File: src/rtl/uart_tx_arb_pkg.sv
// Shared types and constants for the UART transmit arbiter.
package uart_tx_arb_pkg;

   // Arbiter ownership states.
   typedef enum logic {
      IDLE   = 1'b0,
      LOCKED = 1'b1
   } state_e;

   localparam int unsigned DEF_NUM_REQ        = 4;
   localparam int unsigned DEF_TIMEOUT_CYCLES = 1024;

   // Hold-watchdog counter width; covers the full TIMEOUT_CYCLES range.
   localparam int unsigned CNT_W = 16;

   // Index following idx, wrapping back to 0 after n-1.
   function automatic int unsigned wrap_inc(input int unsigned idx, input int unsigned n);
      return (idx + 1 >= n) ? 0 : idx + 1;
   endfunction

endpackage

File: src/rtl/uart_tx_arb_rr_pick.sv
// Combinational round-robin selector: first asserted request at or after
// ptr, searching upward with wrap. Holds no state.
module rr_pick #(
   parameter int unsigned NUM_REQ = 4,
   parameter int unsigned IDX_W   = $clog2(NUM_REQ)
) (
   input  logic [NUM_REQ-1:0] req,
   input  logic [IDX_W-1:0]   ptr,
   output logic [NUM_REQ-1:0] pick,
   output logic [IDX_W-1:0]   idx
);

   logic              found;
   int unsigned       cand;
   logic [IDX_W-1:0]  cand_idx;

   // Scan requesters in priority order starting at ptr.
   always_comb begin
      pick     = '0;
      idx      = '0;
      found    = 1'b0;
      cand     = 0;
      cand_idx = '0;
      for (int unsigned off = 0; off < NUM_REQ; off++) begin
         cand     = (32'(ptr) + off) % NUM_REQ;
         cand_idx = cand[IDX_W-1:0];
         if (!found && req[cand_idx]) begin
            found          = 1'b1;
            pick[cand_idx] = 1'b1;
            idx            = cand_idx;
         end
      end
   end

endmodule

File: src/rtl/uart_tx_arb.sv
// Packet-level arbiter sharing one UART transmitter among NUM_REQ byte
// requesters. A granted requester owns the transmitter until the byte
// flagged req_last is accepted.
// Optional: define UART_TX_ARB_TIMEOUT_EN to build in a hold watchdog that
// force-releases an owner idle for TIMEOUT_CYCLES and pulses timeout_err.
module uart_tx_arb
   import uart_tx_arb_pkg::*;
#(
   parameter int unsigned NUM_REQ        = DEF_NUM_REQ,
   parameter int unsigned TIMEOUT_CYCLES = DEF_TIMEOUT_CYCLES
) (
   input  logic                 clk,
   input  logic                 rst_n,
   input  logic [NUM_REQ-1:0]   req_vld,
   input  logic [NUM_REQ*8-1:0] req_data,
   input  logic [NUM_REQ-1:0]   req_last,
   output logic [NUM_REQ-1:0]   req_rdy,
   output logic                 tx_vld,
   output logic [7:0]           tx_data,
   input  logic                 tx_rdy,
   output logic [NUM_REQ-1:0]   grant,
`ifdef UART_TX_ARB_TIMEOUT_EN
   output logic                 timeout_err,
`endif
   output logic                 busy
);

   localparam int unsigned IDX_W = $clog2(NUM_REQ);

   state_e             state_q, state_d;
   logic [IDX_W-1:0]   ptr_q, ptr_d;
   logic [IDX_W-1:0]   owner_q, owner_d;
   logic [NUM_REQ-1:0] grant_q, grant_d;

   logic [NUM_REQ-1:0] pick_oh;
   logic [IDX_W-1:0]   pick_idx;
   logic               locked;
   logic               own_vld;
   logic               own_last;
   logic               xfer;
   logic [IDX_W-1:0]   owner_nxt;
   logic               tmo_hit;

   rr_pick #(
      .NUM_REQ (NUM_REQ),
      .IDX_W   (IDX_W)
   ) u_rr_pick (
      .req  (req_vld),
      .ptr  (ptr_q),
      .pick (pick_oh),
      .idx  (pick_idx)
   );

   assign locked    = (state_q == LOCKED);
   assign own_vld   = req_vld[owner_q];
   assign own_last  = req_last[owner_q];
   assign xfer      = locked & own_vld & tx_rdy;
   assign owner_nxt = IDX_W'(wrap_inc(32'(owner_q), NUM_REQ));

   assign busy    = locked;
   assign grant   = grant_q;
   assign tx_vld  = locked & own_vld;
   // Always a defined mux output, even when tx_vld is low.
   assign tx_data = req_data[8*owner_q +: 8];

   // Only the owner sees the transmitter's ready.
   always_comb begin
      req_rdy = '0;
      if (locked) begin
         req_rdy[owner_q] = tx_rdy;
      end
   end

`ifdef UART_TX_ARB_TIMEOUT_EN
   logic [CNT_W-1:0] cnt_q, cnt_d;
   logic             terr_q, terr_d;

   // Fires on the TIMEOUT_CYCLES-th consecutive stalled-by-owner cycle.
   assign tmo_hit     = locked & ~own_vld & (cnt_q == CNT_W'(TIMEOUT_CYCLES - 1));
   assign timeout_err = terr_q;

   // Watchdog: count owner-idle cycles, clear on transfers and in IDLE.
   always_comb begin
      cnt_d  = cnt_q;
      terr_d = tmo_hit;
      if (!locked || xfer) begin
         cnt_d = '0;
      end else if (!own_vld) begin
         cnt_d = cnt_q + 1'b1;
      end
   end

   // Watchdog registers.
   always_ff @(posedge clk or negedge rst_n) begin
      if (!rst_n) begin
         cnt_q  <= '0;
         terr_q <= 1'b0;
      end else begin
         cnt_q  <= cnt_d;
         terr_q <= terr_d;
      end
   end
`else
   assign tmo_hit = 1'b0;
`endif

   // Next-state: grant on any request in IDLE, release on last byte or watchdog.
   always_comb begin
      state_d = state_q;
      ptr_d   = ptr_q;
      owner_d = owner_q;
      grant_d = grant_q;
      unique case (state_q)
         IDLE: begin
            if (|req_vld) begin
               state_d = LOCKED;
               owner_d = pick_idx;
               grant_d = pick_oh;
            end
         end
         LOCKED: begin
            if ((xfer && own_last) || tmo_hit) begin
               state_d = IDLE;
               ptr_d   = owner_nxt;
               grant_d = '0;
            end
         end
         default: begin
            state_d = IDLE;
            grant_d = '0;
         end
      endcase
   end

   // Arbiter state registers.
   always_ff @(posedge clk or negedge rst_n) begin
      if (!rst_n) begin
         state_q <= IDLE;
         ptr_q   <= '0;
         owner_q <= '0;
         grant_q <= '0;
      end else begin
         state_q <= state_d;
         ptr_q   <= ptr_d;
         owner_q <= owner_d;
         grant_q <= grant_d;
      end
   end

endmodule

File: config.mk
export PLATFORM = sky130hd
export DESIGN_NAME = uart_tx_arb
export DESIGN_NICKNAME = d
export VERILOG_FILES = /design/src/rtl/uart_tx_arb_pkg.sv /design/src/rtl/uart_tx_arb_rr_pick.sv /design/src/rtl/uart_tx_arb.sv
export SDC_FILE = /design/constraint.sdc
export NUM_CORES = 1
export LEC_CHECK = 0
export CAP_MARGIN = 20
export CORE_MARGIN = 2
export CORE_UTILIZATION = 42
export CTS_BUF_LIST = sky130_fd_sc_hd__clkbuf_8
export CTS_CLUSTER_DIAMETER = 150
export DETAILED_ROUTE_END_ITERATION = 8
export PLACE_DENSITY_LB_ADDON = 0.08
export SLEW_MARGIN = 20
export SYNTH_ARGS = -nofsm -noshare
export SYNTH_HDL_FRONTEND = slang
export SYNTH_SLANG_ARGS = --single-unit
File: constraint.sdc
create_clock -name clk -period 3.4 [get_ports clk]
set_input_delay 0.85 -clock clk [delete_from_list [all_inputs] [get_ports clk]]
set_output_delay 0.85 -clock clk [all_outputs]
set_load 0.01 [all_outputs]
==> results by group, run 1 <==
Setup path
  • R2r startpoint: ptr_q[1]
  • FF-to-FF End: grant[0]
  • Crit Path Category: in -> out
  • Critical Path Fanout Max: 2
  • Crit path capture type: output port
  • Crit path required time: 2.55 ns
  • Startpoint types: input pin
  • CP arrival: 2.40 ns
  • Worst reg-to-reg path cell count: 6
  • FF-to-FF setup slack: 1.20 ns

Clock tree
  • # resized after CTS: 0
  • Clock Tree Buf Depth: 2
  • CTS Buf Count: 3
  • Root buffer cell: clkbuf_8
  • CTS tree: yes
  • Post-CTS setup buffers: 0
  • Clock Latency Late Sink: 0.24 ns
  • CTS Hold Buffers Added: 0
  • Worst-path clk slew: 0.05 ns
  • CTS Sinks: 9
  • Htree depth: 1

Yosys
  • Post-synth EDFFs: 0
  • FFs w/ async S/R, synth: 1.00
  • Synth top area share: 0.220
  • Unique masters post-synth: 40
  • Syn nets: 184
  • Post-synthesis sequential area ratio: 0.183
  • Instance count of the mapped netlist: 128
  • Yosys reg bits: 9
  • Leading area contributor after synthesis: mux4_2
  • Synth top area cells: mux4_2, dfrtp_1, ha_1
  • Main synth FF type: dfrtp_1
  • Yosys warns: 0
  • Netlist Area Pre-Place: 0.00123 mm2
  • Synth Area per Inst: 9.61 um2

Global routing
  • GRT Util Overall: 0.229
  • Initial antenna violation count: 0
  • Vias in the first global route: 1,292
  • Largest net degree at the start of global routing: 19
  • GRT Residual Overflow: 0
  • First-pass GRT wire length: 5960 um

Detailed routing
  • Via Count: 1,279
  • DR WL/cell: 16.7 um
  • Post-route ant nets: 0
  • Via density: 5.84
  • Detailed Route Iter0 Violations: 30
  • Routed WL: 3650 um
  • DRC viols: 0
  • Drt first pass iters: 4

Floorplanning
  • IO Pins: 61
  • Die Y: 58.1 um
  • DIE WIDTH: 58.1 um
  • Site Rows: 19
  • Starting density of the core: 0.446
  • Die area: 0.00338 mm2
  • Total core area: 0.00276 mm2

STA
  • Fin crit period: 3.25 ns
  • Setup TNS: 0 ns
  • Setup Skew: 0.00479 ns
  • RSZ-0062 raised after global routing: no
  • Hold Vio Cnt, Final: 0
  • Max-slew violation count: 0
  • Worst slew margin: 0.549
  • Worst-Margin Slew: 0.677 ns
  • Fin crit share: 0.954
  • Max frequency: 308 MHz
  • Finish-stage setup viols: 0

Power and ir drop
  • Cell leakage power: 0.814 nW
  • Max IR drop VDD: 0.545 mV
  • Cell Pwr Density: 740 mW/mm2

Place
  • Final weighted congestion in routability-driven placement: 0.887
  • PortBufs: 60
  • DP HPWL: 2890 um
  • DP Area: 0.00186 mm2

Cells and area
  • Commonest non-fill, non-tap cell in the layout: clkdlybuf4s50_1
  • Final Cell Area: 0.00191 mm2
  • Layout Area Growth over Synthesis: 55.1%
  • Most frequent cells in the layout: clkdlybuf4s50_1, nand2_1, ha_1
  • Layout cell share with drive strength beyond 1: 0.149
  • Antenna cell count: 0
  • Nets: 245

Hold path
  • Hold/Removal Path Class: reg -> reg
  • Hold_sp: grant[1]
  • Worst Hold Endpoint: grant[1]
  • Hold Path Depth: 2

Job
  • Number of max-cap violations: 0

Outcome
  • Status: finished, final reports clean
-- registers in the layout, summed over array words and instances, names as in the netlist --
name	flops
busy	1
grant	4
owner_q	2
ptr_q	2
-- final cells by class --
cell class              instances  area, um2
multi-input cells             103        926
fillers                       233        850
repair buffers                 67        653
flip-flops and latches          9        225
clock buffers                   3       41.3
well taps                      31       38.8
inverters                       5       18.8
clock inverters                 1       5.00
-- per-stage QoR --
stage	power [W]	util	instances	worst slack (ns)	hold slack, ns
after floorplan	0.000911	-	128	0.900	0.554
after global placement	0.00126	0.675	215	0.161	0.586
after detailed placement	0.00129	0.675	215	0.158	0.596
after CTS	0.00142	0.692	219	0.158	0.608
after global routing	0.00153	0.692	219	0.0996	0.634
final	0.00141	0.692	219	0.155	0.608
-- Yosys cell counts (2+ instances only) --
cell type / instances
a211o_1: 4
a21oi_1: 2
a221oi_1: 4
a31oi_1: 2
and3_1: 8
buf_2: 6
clkbuf_1: 3
dfrtp_1: 9
ha_1: 13
inv_1: 4
mux2i_1: 2
mux4_2: 12
nand2_1: 14
nand3_1: 2
nor2_1: 7
nor2b_1: 5
nor3_1: 4
nor4_1: 2
o2111ai_1: 2
o211ai_1: 2
o21ai_0: 2
-- routing by layer --
| layer | track usage | part of all wire | vias up |
|---|---|---|---|
| met5 | 0 | 0 | - |
| met4 | 0.0631 | 0.0093 | 0 |
| met3 | 0.0424 | 0.079 | 5 |
| met2 | 0.407 | 0.49 | 62 |
| met1 | 0.282 | 0.42 | 597 |
| li1 | - | - | 615 |
-- where the power goes --
part	switching [W]	total [W]	internal, W	leakage, nW
clock	0.0000454	0.000126	0.0000801	0.0255
combinational	0.000494	0.00106	0.000563	0.678
sequential	0.0000741	0.000229	0.000155	0.110
-- critical path: stages --
cell             delay (ns)
clkdlybuf4s50_1        0.42
mux4_2                 0.47
and2_1                 0.17
clkdlybuf4s50_1        0.48
-- how the worst max path moves through the flow --
stage	start	end	slack, ns	depth (start not counted)
floorplan	ptr_q[0]	grant[3]	0.90	8
CTS	req_vld[3]	tx_vld	0.16	4
global route	req_vld[2]	tx_vld	0.1	4
finish	req_vld[0]	tx_vld	0.15	4
detailed placement	req_vld[3]	tx_vld	0.16	4
global placement	req_vld[3]	tx_vld	0.16	4
-- cells by family (layout without fill, tap and decap cells) --
family,Yosys count,in the layout,synth area share
and+or+nand+nor,49,49,0.210
AOI/OAI and AO/OA,26,26,0.166
buffers and inverters,16,76,0.0641
muxes,15,15,0.245
adders and majority gates,13,13,0.132
DFF,9,9,0.183
Note: power is estimated with default switching activity, not from simulation.
==> run 2, diff against run 1 <==
ABC_CLOCK_PERIOD_IN_PS = 3400   (was not set)
==> results of run 2 <==
No change in the layout: final DEF, timing and power equal those of run 1.
